==> config.mk <==
export PLATFORM = sky130hd
export DESIGN_NAME = multi_edge_pulse_gen_flat
export DESIGN_NICKNAME = d
export VERILOG_FILES = /design/src/rtl/multi_edge_pulse_gen_if.sv /design/src/rtl/multi_edge_pulse_gen.sv /design/src/flat_wrapper.sv
export SDC_FILE = /design/constraint.sdc
export NUM_CORES = 1
export LEC_CHECK = 0
export ABC_AREA = 1
export ABC_CLOCK_PERIOD_IN_PS = 1990
export CAP_MARGIN = 10
export CORE_UTILIZATION = 55
export CTS_CLUSTER_DIAMETER = 80
export DETAILED_ROUTE_END_ITERATION = 12
export PLACE_DENSITY = 0.8
export SKIP_CTS_REPAIR_TIMING = 1
export SLEW_MARGIN = 0
export SYNTH_ARGS = -nofsm -noshare
export SYNTH_HDL_FRONTEND = slang
export SYNTH_SLANG_ARGS = --single-unit
export TNS_END_PERCENT = 1
==> constraint.sdc <==
create_clock -name CLK -period 1.99 [get_ports CLK]
set_input_delay 0.398 -clock CLK [delete_from_list [all_inputs] [get_ports CLK]]
set_output_delay 0.398 -clock CLK [all_outputs]
set_load 0.01 [all_outputs]
==> src/rtl/multi_edge_pulse_gen_if.sv <==
// Bundle of per-channel strobe inputs and pulse/count outputs for multi_edge_pulse_gen.
interface multi_edge_pulse_gen_if #(
  parameter int unsigned NUM_CH = 4,
  parameter int unsigned CNT_W  = 16
) ();
  logic [NUM_CH-1:0]       IN_DATA;
  logic [2*NUM_CH-1:0]     EDGE_SEL;
  logic [NUM_CH-1:0]       CNT_CLR;
  logic [NUM_CH-1:0]       OUT_DATA;
  logic                    OUT_ANY;
  logic [NUM_CH*CNT_W-1:0] EVENT_CNT;

  modport master (
    output IN_DATA, EDGE_SEL, CNT_CLR,
    input  OUT_DATA, OUT_ANY, EVENT_CNT
  );

  modport slave (
    input  IN_DATA, EDGE_SEL, CNT_CLR,
    output OUT_DATA, OUT_ANY, EVENT_CNT
  );
endinterface

==> src/rtl/multi_edge_pulse_gen.sv <==
// Per-channel synchronised edge detector driving a stretchable pulse and a saturating
// event counter; channels are fully independent.
module multi_edge_pulse_gen #(
  parameter int unsigned NUM_CH      = 4,
  parameter int unsigned SYNC_STAGES = 2,
  parameter int unsigned PULSE_LEN   = 1,
  parameter int unsigned RETRIGGER   = 1,
  parameter int unsigned CNT_W       = 16
) (
  input logic                    CLK,
  input logic                    RESET,
  multi_edge_pulse_gen_if.slave  io_bus
);

  localparam logic [7:0] PulseLenM1 = 8'(PULSE_LEN - 1);

  logic [SYNC_STAGES:0]    r_sync [NUM_CH];
  logic [7:0]              r_pc   [NUM_CH];
  logic [CNT_W-1:0]        r_cnt  [NUM_CH];

  logic [NUM_CH-1:0]       w_rise;
  logic [NUM_CH-1:0]       w_fall;
  logic [NUM_CH-1:0]       w_edge;
  logic [NUM_CH-1:0]       w_out;
  logic [NUM_CH*CNT_W-1:0] w_cnt_flat;

  // Top of the chain is the history flop; the one below it is the current level.
  always_comb begin
    w_rise     = '0;
    w_fall     = '0;
    w_edge     = '0;
    w_out      = '0;
    w_cnt_flat = '0;
    for (int i = 0; i < NUM_CH; i++) begin
      w_rise[i] = r_sync[i][SYNC_STAGES-1] & ~r_sync[i][SYNC_STAGES];
      w_fall[i] = ~r_sync[i][SYNC_STAGES-1] & r_sync[i][SYNC_STAGES];
      w_edge[i] = (io_bus.EDGE_SEL[2*i] & w_rise[i]) | (io_bus.EDGE_SEL[2*i+1] & w_fall[i]);
      w_out[i]  = w_edge[i] | (r_pc[i] != 8'd0);
      w_cnt_flat[i*CNT_W +: CNT_W] = r_cnt[i];
    end
  end

  always_ff @(posedge CLK) begin
    if (RESET) begin
      for (int i = 0; i < NUM_CH; i++) begin
        r_sync[i] <= '0;
        r_pc[i]   <= '0;
        r_cnt[i]  <= '0;
      end
    end else begin
      for (int i = 0; i < NUM_CH; i++) begin
        r_sync[i] <= {r_sync[i][SYNC_STAGES-1:0], io_bus.IN_DATA[i]};

        if (w_edge[i] && (r_pc[i] == 8'd0 || RETRIGGER != 0)) begin
          r_pc[i] <= PulseLenM1;
        end else if (r_pc[i] != 8'd0) begin
          r_pc[i] <= r_pc[i] - 8'd1;
        end

        // Clear beats a coincident edge; that edge is not counted.
        if (io_bus.CNT_CLR[i]) begin
          r_cnt[i] <= '0;
        end else if (w_edge[i] && (r_cnt[i] != {CNT_W{1'b1}})) begin
          r_cnt[i] <= r_cnt[i] + CNT_W'(1);
        end
      end
    end
  end

  assign io_bus.OUT_DATA  = w_out;
  assign io_bus.OUT_ANY   = |w_out;
  assign io_bus.EVENT_CNT = w_cnt_flat;

endmodule

==> src/flat_wrapper.sv <==
// flat-port wrapper written by rule: the top's interface ports become plain ports
module multi_edge_pulse_gen_flat 
#(
  parameter int unsigned NUM_CH      = 4,
  parameter int unsigned SYNC_STAGES = 2,
  parameter int unsigned PULSE_LEN   = 1,
  parameter int unsigned RETRIGGER   = 1,
  parameter int unsigned CNT_W       = 16
)
  (CLK, RESET, io_bus_IN_DATA, io_bus_EDGE_SEL, io_bus_CNT_CLR, io_bus_OUT_DATA, io_bus_OUT_ANY, io_bus_EVENT_CNT);
  multi_edge_pulse_gen_if #(.NUM_CH(NUM_CH), .CNT_W(CNT_W)) io_bus_i ();
  input logic CLK;
  input logic RESET;
  input wire logic [$bits(io_bus_i.IN_DATA)-1:0] io_bus_IN_DATA;
  input wire logic [$bits(io_bus_i.EDGE_SEL)-1:0] io_bus_EDGE_SEL;
  input wire logic [$bits(io_bus_i.CNT_CLR)-1:0] io_bus_CNT_CLR;
  output wire logic [$bits(io_bus_i.OUT_DATA)-1:0] io_bus_OUT_DATA;
  output wire logic [$bits(io_bus_i.OUT_ANY)-1:0] io_bus_OUT_ANY;
  output wire logic [$bits(io_bus_i.EVENT_CNT)-1:0] io_bus_EVENT_CNT;
  assign io_bus_i.IN_DATA = io_bus_IN_DATA;
  assign io_bus_i.EDGE_SEL = io_bus_EDGE_SEL;
  assign io_bus_i.CNT_CLR = io_bus_CNT_CLR;
  assign io_bus_OUT_DATA = io_bus_i.OUT_DATA;
  assign io_bus_OUT_ANY = io_bus_i.OUT_ANY;
  assign io_bus_EVENT_CNT = io_bus_i.EVENT_CNT;
  multi_edge_pulse_gen #(.NUM_CH(NUM_CH), .SYNC_STAGES(SYNC_STAGES), .PULSE_LEN(PULSE_LEN), .RETRIGGER(RETRIGGER), .CNT_W(CNT_W)) u_core (.CLK(CLK), .RESET(RESET), .io_bus(io_bus_i));
endmodule
# Word level (Yosys, flattened, before mapping)
# Memory sizes are Yosys's and may differ from the RTL's.
# Index checks and enable logic that the tools add are counted.
[word_totals]
reg_bits = 0
ram_bits = 108
in_bits = 18
out_inout_bits = 69
wordCells = 155
mem_count = 3
[classes]
add_sub_neg = 8
n_eq_ne = 4
muxes = 79
n_bitwise = 52
n_reduce_logical = 9
[memory_table]
columns = ["name", "words", "word_bits", "read_ports", "rd_clocked_by_memory_dff", "wr", "line_no", "rtl"]
rows = [
  ["u_core.r_cnt", 4, 16, 4, 0, 4, "multi_edge_pulse_gen.sv:19", "logic [CNT_W-1:0] r_cnt [NUM_CH];"],
  ["u_core.r_pc", 4, 8, 4, 0, 4, "multi_edge_pulse_gen.sv:18", "logic [7:0] r_pc [NUM_CH];"],
  ["u_core.r_sync", 4, 3, 4, 0, 4, "multi_edge_pulse_gen.sv:17", "logic [SYNC_STAGES:0] r_sync [NUM_CH];"],
]
[ops]
columns = ["op", "n"]
rows = [
  ["16-bit 2-to-1 mux", 8],
  ["16-bit by 1-bit adder with 16-bit output (second input constant)", 4],
  ["8-bit 2-to-1 mux", 8],
  ["16-bit != test (second input constant)", 4],
  ["1-bit 2-to-1 mux", 59],
  ["8-bit nonzero test", 4],
  ["8-bit by 1-bit subtractor with 8-bit output (second input constant)", 4],
  ["1-bit bitwise OR", 28],
  ["1-bit AND", 16],
  ["3-bit 2-to-1 mux", 4],
  ["1-bit NOT", 8],
  ["1-bit logical AND", 4],
  ["4-bit OR reduction", 1],
]

# Longest topological paths before layout
# Gate-level depths: netlist (run 1).
[depth]
ltp_word = 10
ltp_mapped = 9
ltp_nobuf = 9

# Worst setup path before layout (run 1)
# Ideal clock, no wire load.
[synth_timing]
kind = "register to register"
start = "memory u_core.r_cnt[3][0]"
end = "memory u_core.r_cnt[3][0], enable pin"
setup_time_ns = 0.343
arrival_time_ns = 1.532
required_time_ns = 1.647
setup_slack_ns = 0.115
stages_incl_launch_ff = 8
n_path_buf = 1
period_less_slack_ns = 1.875
path_cell_list = "edfxtp_1 > ha_1 > nand3_2 > nor2_4 > nand4_2 > nand2_2 > buf_6 > nand3_2"
[synth_lines]
columns = ["element", "line_no"]
rows = [
  ["start, declared", "multi_edge_pulse_gen.sv:19"],
]

==> results.sh, run 1 <==
export IMPL_r2r_start="u_core.r_cnt[0][0]$_SDFFCE_PN0P_"
export IMPL_slew_headroom=0.719
export IMPL_critPathKind="flip-flop to output pin"
export IMPL_drc=0
export IMPL_period_needed_ns=2.07
export IMPL_skew_ns=0.00999
export IMPL_critPathBufInv=2
export IMPL_cap_violations=0
export IMPL_clk_pin_slew_ns=0.09
export IMPL_setup_slack_ns=-0.0817
export IMPL_stdcell_count=995
export IMPL_grt_pass1_vias=4856
export IMPL_antenna_found_initial=0
export IMPL_reg2regPathDepth=7
export IMPL_dieArea_um2=11500
export IMPL_synthTopCellsByCount="nor2_1 (151), nand2_1 (142), edfxtp_1 (96), inv_1 (96), nand3_1 (46)"
export IMPL_slowest_stage="edfxtp_1"
export IMPL_pwr_share_seq=0.456
export IMPL_p_int_uw=4610
export IMPL_dpl_hpwl_mm=9.37
export IMPL_violations="negative setup slack"
export IMPL_clock_latency_ns=0.37
export IMPL_crit_family="simple AND/OR/NAND/NOR gates"
export IMPL_core_um2=10800
export IMPL_tightest_slew_ns=0.420
export IMPL_hold_class="flip-flop to flip-flop"
export IMPL_synth_top_cell_area_share=0.473
export IMPL_portBuffers=86
export IMPL_track_usage=0.229
export IMPL_yosysSeqAreaShare=0.513
export IMPL_via_per_inst=5.20
export IMPL_cts_path_max_buffers=2
export IMPL_end_kind="output pin"
export IMPL_crit_chain="inv_2 -> ha_4 -> nand2_4 -> nor2_4 -> nand3_2 -> nor2_2 -> nand2_1 -> buf_2"
export IMPL_rows=38
export IMPL_synth_most_common_cell="nor2_1"
export IMPL_drive_gt1_frac=0.153
export IMPL_reg2reg_slack_ns=0.22
export IMPL_layout_nets=880
export IMPL_place_area_um2=7470
export IMPL_synth_edf_count=96
export IMPL_initialDrtViolationCount=295
export IMPL_placed_cells=973
export IMPL_fmax_mhz=483
export IMPL_synth_area_leader_cell="edfxtp_1"
export IMPL_rsz0062_at_grt="true"
export IMPL_synth_nets=729
export IMPL_cts_sinks=108
export IMPL_required_ns=1.59
export IMPL_synthArstFlopShare=0
export IMPL_wirelength_mm=13.0
export IMPL_switching_share=0.320
export IMPL_power_density_nw_per_um2=866
export IMPL_ys_top_cells_by_area="edfxtp_1 (47%), nor2_1 (9.3%), nand2_1 (8.8%)"
export IMPL_hold_depth=2
export IMPL_overflow=0
export IMPL_drtAntennaViolNets=0
export IMPL_hold_path_end="u_core.r_sync[3][1]$_SDFF_PP0_"
export IMPL_final_cell_area_um2=7830
export IMPL_synth_cell_types=32
export IMPL_start_kind="flip-flop"
export IMPL_syn2layout_area_growth_pct=28.5
export IMPL_dieWidth_um=107
export IMPL_start_util=0.564
export IMPL_synthesis_area_um2=6090
export IMPL_wl_per_cell_um=13.1
export IMPL_irDropWorstVdd_mv=0.445
export IMPL_cpPeakStageDelay_ns=0.43
export IMPL_synth_seq_cells=108
export IMPL_setup_viol=4
export IMPL_globalplace_congestion=0.874
export IMPL_die_h_um=107
export IMPL_ioPinCount=87
export IMPL_vias=5174
export IMPL_cts_tree="yes"
export IMPL_fin_crit_sh=1.04
export IMPL_synth_main_ff_cell="edfxtp_1"
export IMPL_status="complete, but fails checks"
export IMPL_ctsRootBufferMaster="clkbuf_8"
export IMPL_syn_inst=699
export IMPL_p_leak_uw=0.00304
export IMPL_drtPass1Iterations=7
export IMPL_grt_max_degree=17
export IMPL_grt_pass1_wl_mm=21.0
export IMPL_yosys_warnings=0
export IMPL_syn_avg_cell_area_um2=8.71
export IMPL_cts_buffers=9
export IMPL_hold_viol=0
export IMPL_min_from="u_core.r_sync[3][0]$_SDFF_PP0_"
export IMPL_diodes=0
export IMPL_drv_slew=0
export IMPL_clkPwrFrac=0.197
export IMPL_worstPathMaxFanout=2
export IMPL_whs_ns=0.418
export IMPL_p_switching_uw=2170
export IMPL_h_tree_depth=3
export IMPL_p_comb_frac=0.347
export IMPL_cp_data_arrival_time_ns=1.67
export IMPL_r2r_end="u_core.r_cnt[0][5]$_SDFFCE_PN0P_"
flip-flops by register name, summed over array words and instances, names as in the netlist:
signal and cells:
u_core.r_cnt 64, u_core.r_pc 32, u_core.r_sync 12
through the flow:
stage          setup TNS, ns  worst slack, ns  power [µW]   util
3_5_place_dp           -1.25           -0.314        5160  0.693
3_3_place_gp           -1.16           -0.307        5050  0.693
5_1_grt               -0.481           -0.154        7180  0.725
2_1_floorplan              0            0.115        4240      -
4_1_cts                -2.24           -0.577        6480  0.710
6_report             -0.0959          -0.0817        6770  0.725
cell families after synthesis:
group	share of synthesized area
adders and majority gates	0.0247
buffers and inverters	0.0725
DFF	0.513
and+or+nand+nor	0.289
AOI/OAI and AO/OA	0.0331
xor gates and xnor gates	0.0676
area by class of cell:
| cell class | count | area, µm² |
|---|---|---|
| Clock inverter | 2 | 33.8 |
| Fill cell | 818 | 2970 |
| Sequential cell | 108 | 3120 |
| Clock buffer | 14 | 153 |
| Multi-Input combinational cell | 487 | 2650 |
| Inverter | 98 | 373 |
| Tap cell | 140 | 175 |
| Timing Repair Buffer | 146 | 1320 |
how the worst max path moves through the flow:
stage / endpoint / start / depth (start not counted)
3_3_place_gp: io_bus_OUT_ANY / io_bus_EDGE_SEL[1] / 8
2_1_floorplan: u_core.r_cnt[3][0]$_SDFFCE_PN0P_ / u_core.r_cnt[3][0]$_SDFFCE_PN0P_ / 7
3_5_place_dp: io_bus_OUT_ANY / io_bus_EDGE_SEL[1] / 8
4_1_cts: io_bus_OUT_ANY / u_core.r_pc[3][3]$_SDFFCE_PN0P_ / 7
6_report: io_bus_OUT_ANY / u_core.r_pc[1][1]$_SDFFCE_PN0P_ / 8
5_1_grt: io_bus_OUT_ANY / u_core.r_pc[1][1]$_SDFFCE_PN0P_ / 8
layout by cell type, fill, tap and decap left out, drive strengths merged:
master / n
edfxtp: 96
nor2: 165
o31ai: 1
clkdlybuf4s50: 81
xor2: 29
clkinv: 2
nand3: 54
buf: 63
inv: 97
bufinv: 1
nand3b: 3
nand2: 146
dlymetal6s2s: 2
a21oi: 25
clkbuf: 14
nand4: 19
o21bai: 3
xnor2: 18
ha: 12
or2: 4
o21ai: 7
nor3: 1
dfxtp: 12
worst register-to-register path, cell delays in order (launching register included):
cell	delay (ns)
edfxtp_1	0.46
ha_1	0.26
nand3_1	0.20
nor2_4	0.10
nand2_2	0.11
nand2_1	0.05
nand2_1	0.06
buf_4	0.24
metal layers:
metal	GRT usage	part of all wire	vias to the layer above
li1	-	-	2556
met1	0.286	0.43	2449
met2	0.399	0.51	151
met3	0.0316	0.044	18
met4	0.0910	0.017	0
met5	0	0	-
power by group through the flow:
stage	Sequential (µW)	Clock, µW	Combinational (µW)
finish	3090	1330	2350
global route	3130	1440	2610
CTS	3060	1350	2060
detailed placement	3120	0	2040
global placement	3090	0	1950
floorplan	3110	0	1120
Power figures use the tool's default switching activity.
==> inputs of run 2 (changes only) <==
PLACE_DENSITY = 0.88   (was 0.8)
==> results.sh, run 2 (same netlist as run 1, synthesis figures left out) <==
export IMPL_dieWidth_um=107
export IMPL_power_density_nw_per_um2=882
export IMPL_cpMostUsedCell="nand2_1"
export IMPL_diodes=0
export IMPL_dieArea_um2=11500
export IMPL_required_ns=1.59
export IMPL_globalplace_congestion=0.898
export IMPL_largest_reg_flops=64
export IMPL_p_int_uw=4770
export IMPL_grt_max_degree=17
export IMPL_pwr_share_seq=0.450
export IMPL_p_comb_frac=0.318
export IMPL_clk_pin_slew_ns=0.09
export IMPL_core_um2=10800
export IMPL_initialDrtViolationCount=290
export IMPL_fin_total_pwr_uw=6860
export IMPL_overflow=0
export IMPL_rsz0062_at_grt="true"
export IMPL_irDropWorstVdd_mv=0.390
export IMPL_p_switching_uw=2090
export IMPL_regMostFlops="u_core.r_cnt"
export IMPL_cap_violations=0
export IMPL_setup_slack_ns=-0.176
export IMPL_drc=0
export IMPL_status="complete, but fails checks"
export IMPL_r2r_start="u_core.r_cnt[0][0]$_SDFFCE_PN0P_"
export IMPL_worstPathMaxFanout=2
export IMPL_dpl_hpwl_mm=9.53
export IMPL_critPathKind="flip-flop to output pin"
export IMPL_period_needed_ns=2.17
export IMPL_fmax_mhz=462
export IMPL_portBuffers=86
export IMPL_mostFrequentLayoutCell="nor2_1"
export IMPL_end_kind="output pin"
export IMPL_ctsRootBufferMaster="clkbuf_8"
export IMPL_grt_pass1_vias=4946
export IMPL_syn2layout_area_growth_pct=27.6
export IMPL_cts_sinks=108
export IMPL_reg2regPathDepth=7
export IMPL_min_from="u_core.r_sync[0][0]$_SDFF_PP0_"
export IMPL_final_cell_mix="nor2_1 (145), nand2_1 (142), edfxtp_1 (96)"
export IMPL_slowest_stage="edfxtp_1"
export IMPL_layout_nets=874
export IMPL_cp_data_arrival_time_ns=1.77
export IMPL_ioPinCount=87
export IMPL_rows=38
export IMPL_hold_viol=0
export IMPL_vias=5086
export IMPL_preCtsSetupSlack_ns=-0.334
export IMPL_reg2reg_slack_ns=0.21
export IMPL_start_kind="flip-flop"
export IMPL_switching_share=0.304
export IMPL_critPathBufInv=3
export IMPL_wirelength_mm=13.2
export IMPL_top_regs="u_core.r_cnt: 64 flops, u_core.r_pc: 32 flops, u_core.r_sync: 12 flops"
export IMPL_drtAntennaViolNets=0
export IMPL_wl_per_cell_um=13.3
export IMPL_cts_buffers=9
export IMPL_hold_path_end="u_core.r_sync[0][1]$_SDFF_PP0_"
export IMPL_via_per_inst=5.14
export IMPL_grt_pass1_wl_mm=21.5
export IMPL_h_tree_depth=3
export IMPL_tightest_slew_ns=0.453
export IMPL_crit_family="simple AND/OR/NAND/NOR gates"
export IMPL_drtPass1Iterations=5
export IMPL_die_h_um=107
export IMPL_hold_class="flip-flop to flip-flop"
export IMPL_track_usage=0.236
export IMPL_hold_depth=2
export IMPL_start_util=0.564
export IMPL_clock_latency_ns=0.37
export IMPL_drive_gt1_frac=0.131
export IMPL_setup_viol=3
export IMPL_fin_crit_sh=1.09
export IMPL_fin_util=0.720
export IMPL_p_leak_uw=0.00304
export IMPL_cts_path_max_buffers=2
export IMPL_violations="negative setup slack"
export IMPL_cts_tree="yes"
export IMPL_drv_slew=0
export IMPL_r2r_end="u_core.r_cnt[0][11]$_SDFFCE_PN0P_"
export IMPL_slew_headroom=0.697
export IMPL_cpPeakStageDelay_ns=0.43
export IMPL_crit_chain="inv_1 -> nand2_1 -> nor2_1 -> nand3_2 -> buf_4 -> nor2_4 -> nand2_1 -> dlymetal6s2s_1"
export IMPL_antenna_found_initial=0
export IMPL_skew_ns=0.0130
export IMPL_clkPwrFrac=0.232
[run 2: area by class of cell]
class / count / area, µm²
Inverter: 98 / 373
Tap cell: 140 / 175
Fill cell: 815 / 3020
Multi-Input combinational cell: 487 / 2560
Sequential cell: 108 / 3120
Clock buffer: 11 / 141
Clock inverter: 5 / 98.8
Timing Repair Buffer: 140 / 1300
[run 2: routing by layer]
layer / global-route usage / wire (µm) / up-vias
met5: 0 / 0 / -
met4: 0.113 / 281 / 0
met3: 0.0274 / 448 / 20
met2: 0.420 / 6850 / 131
met1: 0.283 / 5580 / 2389
li1: - / - / 2546
[run 2: worst max path at each step]
stage / startpoint / endpoint / depth (start not counted)
finish: u_core.r_pc[0][5]$_SDFFCE_PN0P_ / io_bus_OUT_ANY / 8
floorplan: u_core.r_cnt[3][0]$_SDFFCE_PN0P_ / u_core.r_cnt[3][0]$_SDFFCE_PN0P_ / 7
detailed placement: io_bus_EDGE_SEL[1] / io_bus_OUT_ANY / 8
global route: u_core.r_pc[0][5]$_SDFFCE_PN0P_ / io_bus_OUT_ANY / 8
global placement: io_bus_EDGE_SEL[1] / io_bus_OUT_ANY / 8
CTS: u_core.r_pc[0][0]$_SDFFCE_PN0P_ / io_bus_OUT_ANY / 8
[run 2: worst register-to-register path, cell delays in order (launching register included)]
cell      delay, ns
edfxtp_1       0.47
ha_1           0.26
nand3_1        0.21
nor2_4         0.10
nand2_2        0.11
nand2_1        0.06
nand2_1        0.05
buf_4          0.23
[run 2: through the flow]
| step | TNS (ns) | hold WS [ns] | cells | area [µm²] |
|---|---|---|---|---|
| 2_1_floorplan | 0 | 0.388 | 699 | 6090 |
| 3_3_place_gp | -1.02 | 0.391 | 969 | 7460 |
| 3_5_place_dp | -1.27 | 0.394 | 969 | 7460 |
| 4_1_cts | -2.14 | 0.407 | 985 | 7700 |
| 5_1_grt | -0.662 | 0.426 | 989 | 7770 |
| 6_report | -0.291 | 0.408 | 989 | 7770 |
[run 2: power groups by stage]
stage	Clock, µW	Combinational [µW]	Sequential (µW)
floorplan	0	1120	3110
global placement	0	1950	3090
detailed placement	0	2070	3120
CTS	1610	2100	3070
global route	1690	2430	3120
finish	1590	2180	3080
==> edit, RTL diff (flow settings as in run 2) <==
`NUM_CH` is set to 4 in 3 places; all go to 2.
--- a/src/rtl/multi_edge_pulse_gen_if.sv
+++ b/src/rtl/multi_edge_pulse_gen_if.sv
@@ -1,6 +1,6 @@
 // Bundle of per-channel strobe inputs and pulse/count outputs for multi_edge_pulse_gen.
 interface multi_edge_pulse_gen_if #(
-  parameter int unsigned NUM_CH = 4,
+  parameter int unsigned NUM_CH = 2,
   parameter int unsigned CNT_W  = 16
 ) ();
   logic [NUM_CH-1:0]       IN_DATA;
--- a/src/rtl/multi_edge_pulse_gen.sv
+++ b/src/rtl/multi_edge_pulse_gen.sv
@@ -1,7 +1,7 @@
 // Per-channel synchronised edge detector driving a stretchable pulse and a saturating
 // event counter; channels are fully independent.
 module multi_edge_pulse_gen #(
-  parameter int unsigned NUM_CH      = 4,
+  parameter int unsigned NUM_CH      = 2,
   parameter int unsigned SYNC_STAGES = 2,
   parameter int unsigned PULSE_LEN   = 1,
   parameter int unsigned RETRIGGER   = 1,
--- a/src/flat_wrapper.sv
+++ b/src/flat_wrapper.sv
@@ -1,7 +1,7 @@
 // flat-port wrapper written by rule: the top's interface ports become plain ports
 module multi_edge_pulse_gen_flat 
 #(
-  parameter int unsigned NUM_CH      = 4,
+  parameter int unsigned NUM_CH      = 2,
   parameter int unsigned SYNC_STAGES = 2,
   parameter int unsigned PULSE_LEN   = 1,
   parameter int unsigned RETRIGGER   = 1,
Ports: changed (5 resized); port bits go from 87 to 45. No check against the original RTL was run, so the function may have changed too.
==> edit against run 2 <==
- clock skew shrank 7.1 ps
- worst setup slack gained 220 ps
- area after synthesis shrank 48%
- via count shrank 49%
- power shrank 54%
- first-iteration DRC count shrank 43%
- highest routed layer unchanged
- sequential cell count shrank 54
- global-route usage shrank 1.8 points
- cell count shrank 49%
- sequential share of layout area grew 0.51 points
- register-to-register slack gained 30 ps
- clock power shrank 62%
- wire length shrank 51%
- design area shrank 51%
==> edit: results (changes against run 2) <==
[global_route]
use_met1_pct=24.6  ; -3.7 points
grt_antenna_before_repair=0  ; unchanged
grt_use_met3_pct=4.24  ; +1.5 points
grt_pass1_wl_um=10400  ; -51%
met2_usage_pct=39.3  ; -2.7 points
grt_pass1_vias=2535  ; -49%
track_usage_pct=21.7  ; -1.8 points

[timing]
tightestPinTransition_ps=361  ; -92.8 ps
timing.hold.ws_ps=416  ; +7.15 ps
period_minus_slack_ps=1950  ; -217 ps
finalClockSkew_ps=5.90  ; -7.13 ps

[critical_path]
rr_startpoint=u_core.r_cnt[1][0]$_SDFFCE_PN0P_
reg2reg_depth=6  ; -1
crit_end=io_bus_OUT_ANY
cp-startpoint=u_core.r_pc[0][5]$_SDFFCE_PN0P_
r2r-end=u_core.r_cnt[1][15]$_SDFFCE_PN0P_
reg2reg_slack_ps=240  ; +30 ps
worst_path_max_delay_cell=edfxtp_1
cpLargestDelayFamily=simple AND/OR/NAND/NOR gates
critPathMaxStageDelay_ps=410  ; -20 ps
cp.arrival_ps=1550  ; -220 ps
crit_fanout=4  ; +2

[detailed_routing]
routed-via-count=2613  ; -49%
wl_um=6380  ; -51%
firstDrtPassIters=4  ; -1
drtIter0Drc=164  ; -43%

[finish]
fin_nets=448  ; -49%
final_layout_size_suffix_gt1_share_pct=12.9  ; -0.14 points
finalNonFillerCells=505  ; -49%
largestRegisters=u_core.r_cnt (32), u_core.r_pc (16), u_core.r_sync (6)
nFillCells=430  ; -47%

[die]
design.core.area_um2=5510  ; -49%

[placed_design]
dpl_worst_slack_ps=-214  ; +120 ps
place.gp.congestion=0.844  ; -5.9%
portBuffers=44  ; -49%
dpl_cell_area_um2=3720  ; -50%
dp_hpwl_um=4650  ; -51%
placed_cells=495  ; -49%

[clocking]
cts_buffers=5  ; -4
clockBufferDepth=2  ; unchanged
clk_latency_ps=310  ; -60 ps
htree_levels=2  ; -1
root_buffer=clkbuf_8

[synth]
yosys-top-cells-count=nand2_1, inv_1, nor2_1
synthesis.nets=389  ; -47%
yosys.cell_types.count=26  ; -19%
yosys-top-cells-area=edfxtp_1, nand2_1, inv_1, nor2_1, dfxtp_1
synthCells=373  ; -47%
synth_edf_count=48  ; -50%
seq_area_frac_synth_pct=49.5  ; -1.8 points

[run_status]
outcome=finished clean

[worst_hold_path]
hp-class=register to register
hold_path_startpoint=u_core.r_sync[0][0]$_SDFF_PP0_

[power_and_ir_drop]
irDropWorstVdd_mv=0.567  ; +46%
leakagePower_uw=0.00156  ; -49%

==> edit: changes by cell type in the layout (fill, tap and decap cells not counted), sizes merged, moves of 12 or more <==
| cell | change |
|---|---|
| buf | -43 |
| nand2 | -63 |
| nand3 | -27 |
| xor2 | -16 |
| edfxtp | -48 |
| inv | -31 |
| nor2 | -88 |
| clkdlybuf4s50 | -40 |
| xnor2 | -12 |
==> edit: per-layer routing <==
metal | vias up | wire [um]
met4 | 0 | 100
met2 | 91 | 3350
met3 | 16 | 327
met5 | - | 0
met1 | 1206 | 2600
li1 | 1300 | -
==> edit: logic make-up (layout without fill, tap and decap cells) <==
family	Yosys count	count (layout)	synth area share [%]
AND/OR/NAND/NOR	205	205	30.4
buffers and inverters	69	129	9.28
flip-flops	54	54	49.5
AO/OA/AOI/OAI	20	20	3.17
XOR/XNOR	19	19	5.28
adder cells (fa/ha/maj)	6	6	2.38
==> edit: layout make-up <==
type | instances | area share [%]
Clock buffer | 5 | 1.79
Timing Repair Buffer | 55 | 13.7
Multi-Input combinational cell | 250 | 34.5
Tap cell | 72 | 2.35
Sequential cell | 54 | 40.7
Clock inverter | 3 | 0.424
Inverter | 66 | 6.52
==> edit: worst reg2reg max path, cell delays in order (launching register included) <==
cell	delay, ps
edfxtp_1	430
ha_1	240
nand3_2	150
nor2_4	210
nand4_4	110
nand2_4	90
nand3_4	200
==> edit: report_power, final <==
group / internal, uW / switching [uW] / total (uW)
registers: 1450 / 112 / 1560
clock network: 242 / 356 / 598
logic: 398 / 595 / 993
==> edit: metrics by stage <==
step           utilization [%]  power (uW)
4_1_cts                   69.1        3090
6_report                  69.7        3150
2_1_floorplan                -        2180
5_1_grt                   69.7        3340
3_5_place_dp              67.6        2490
3_3_place_gp              67.6        2440
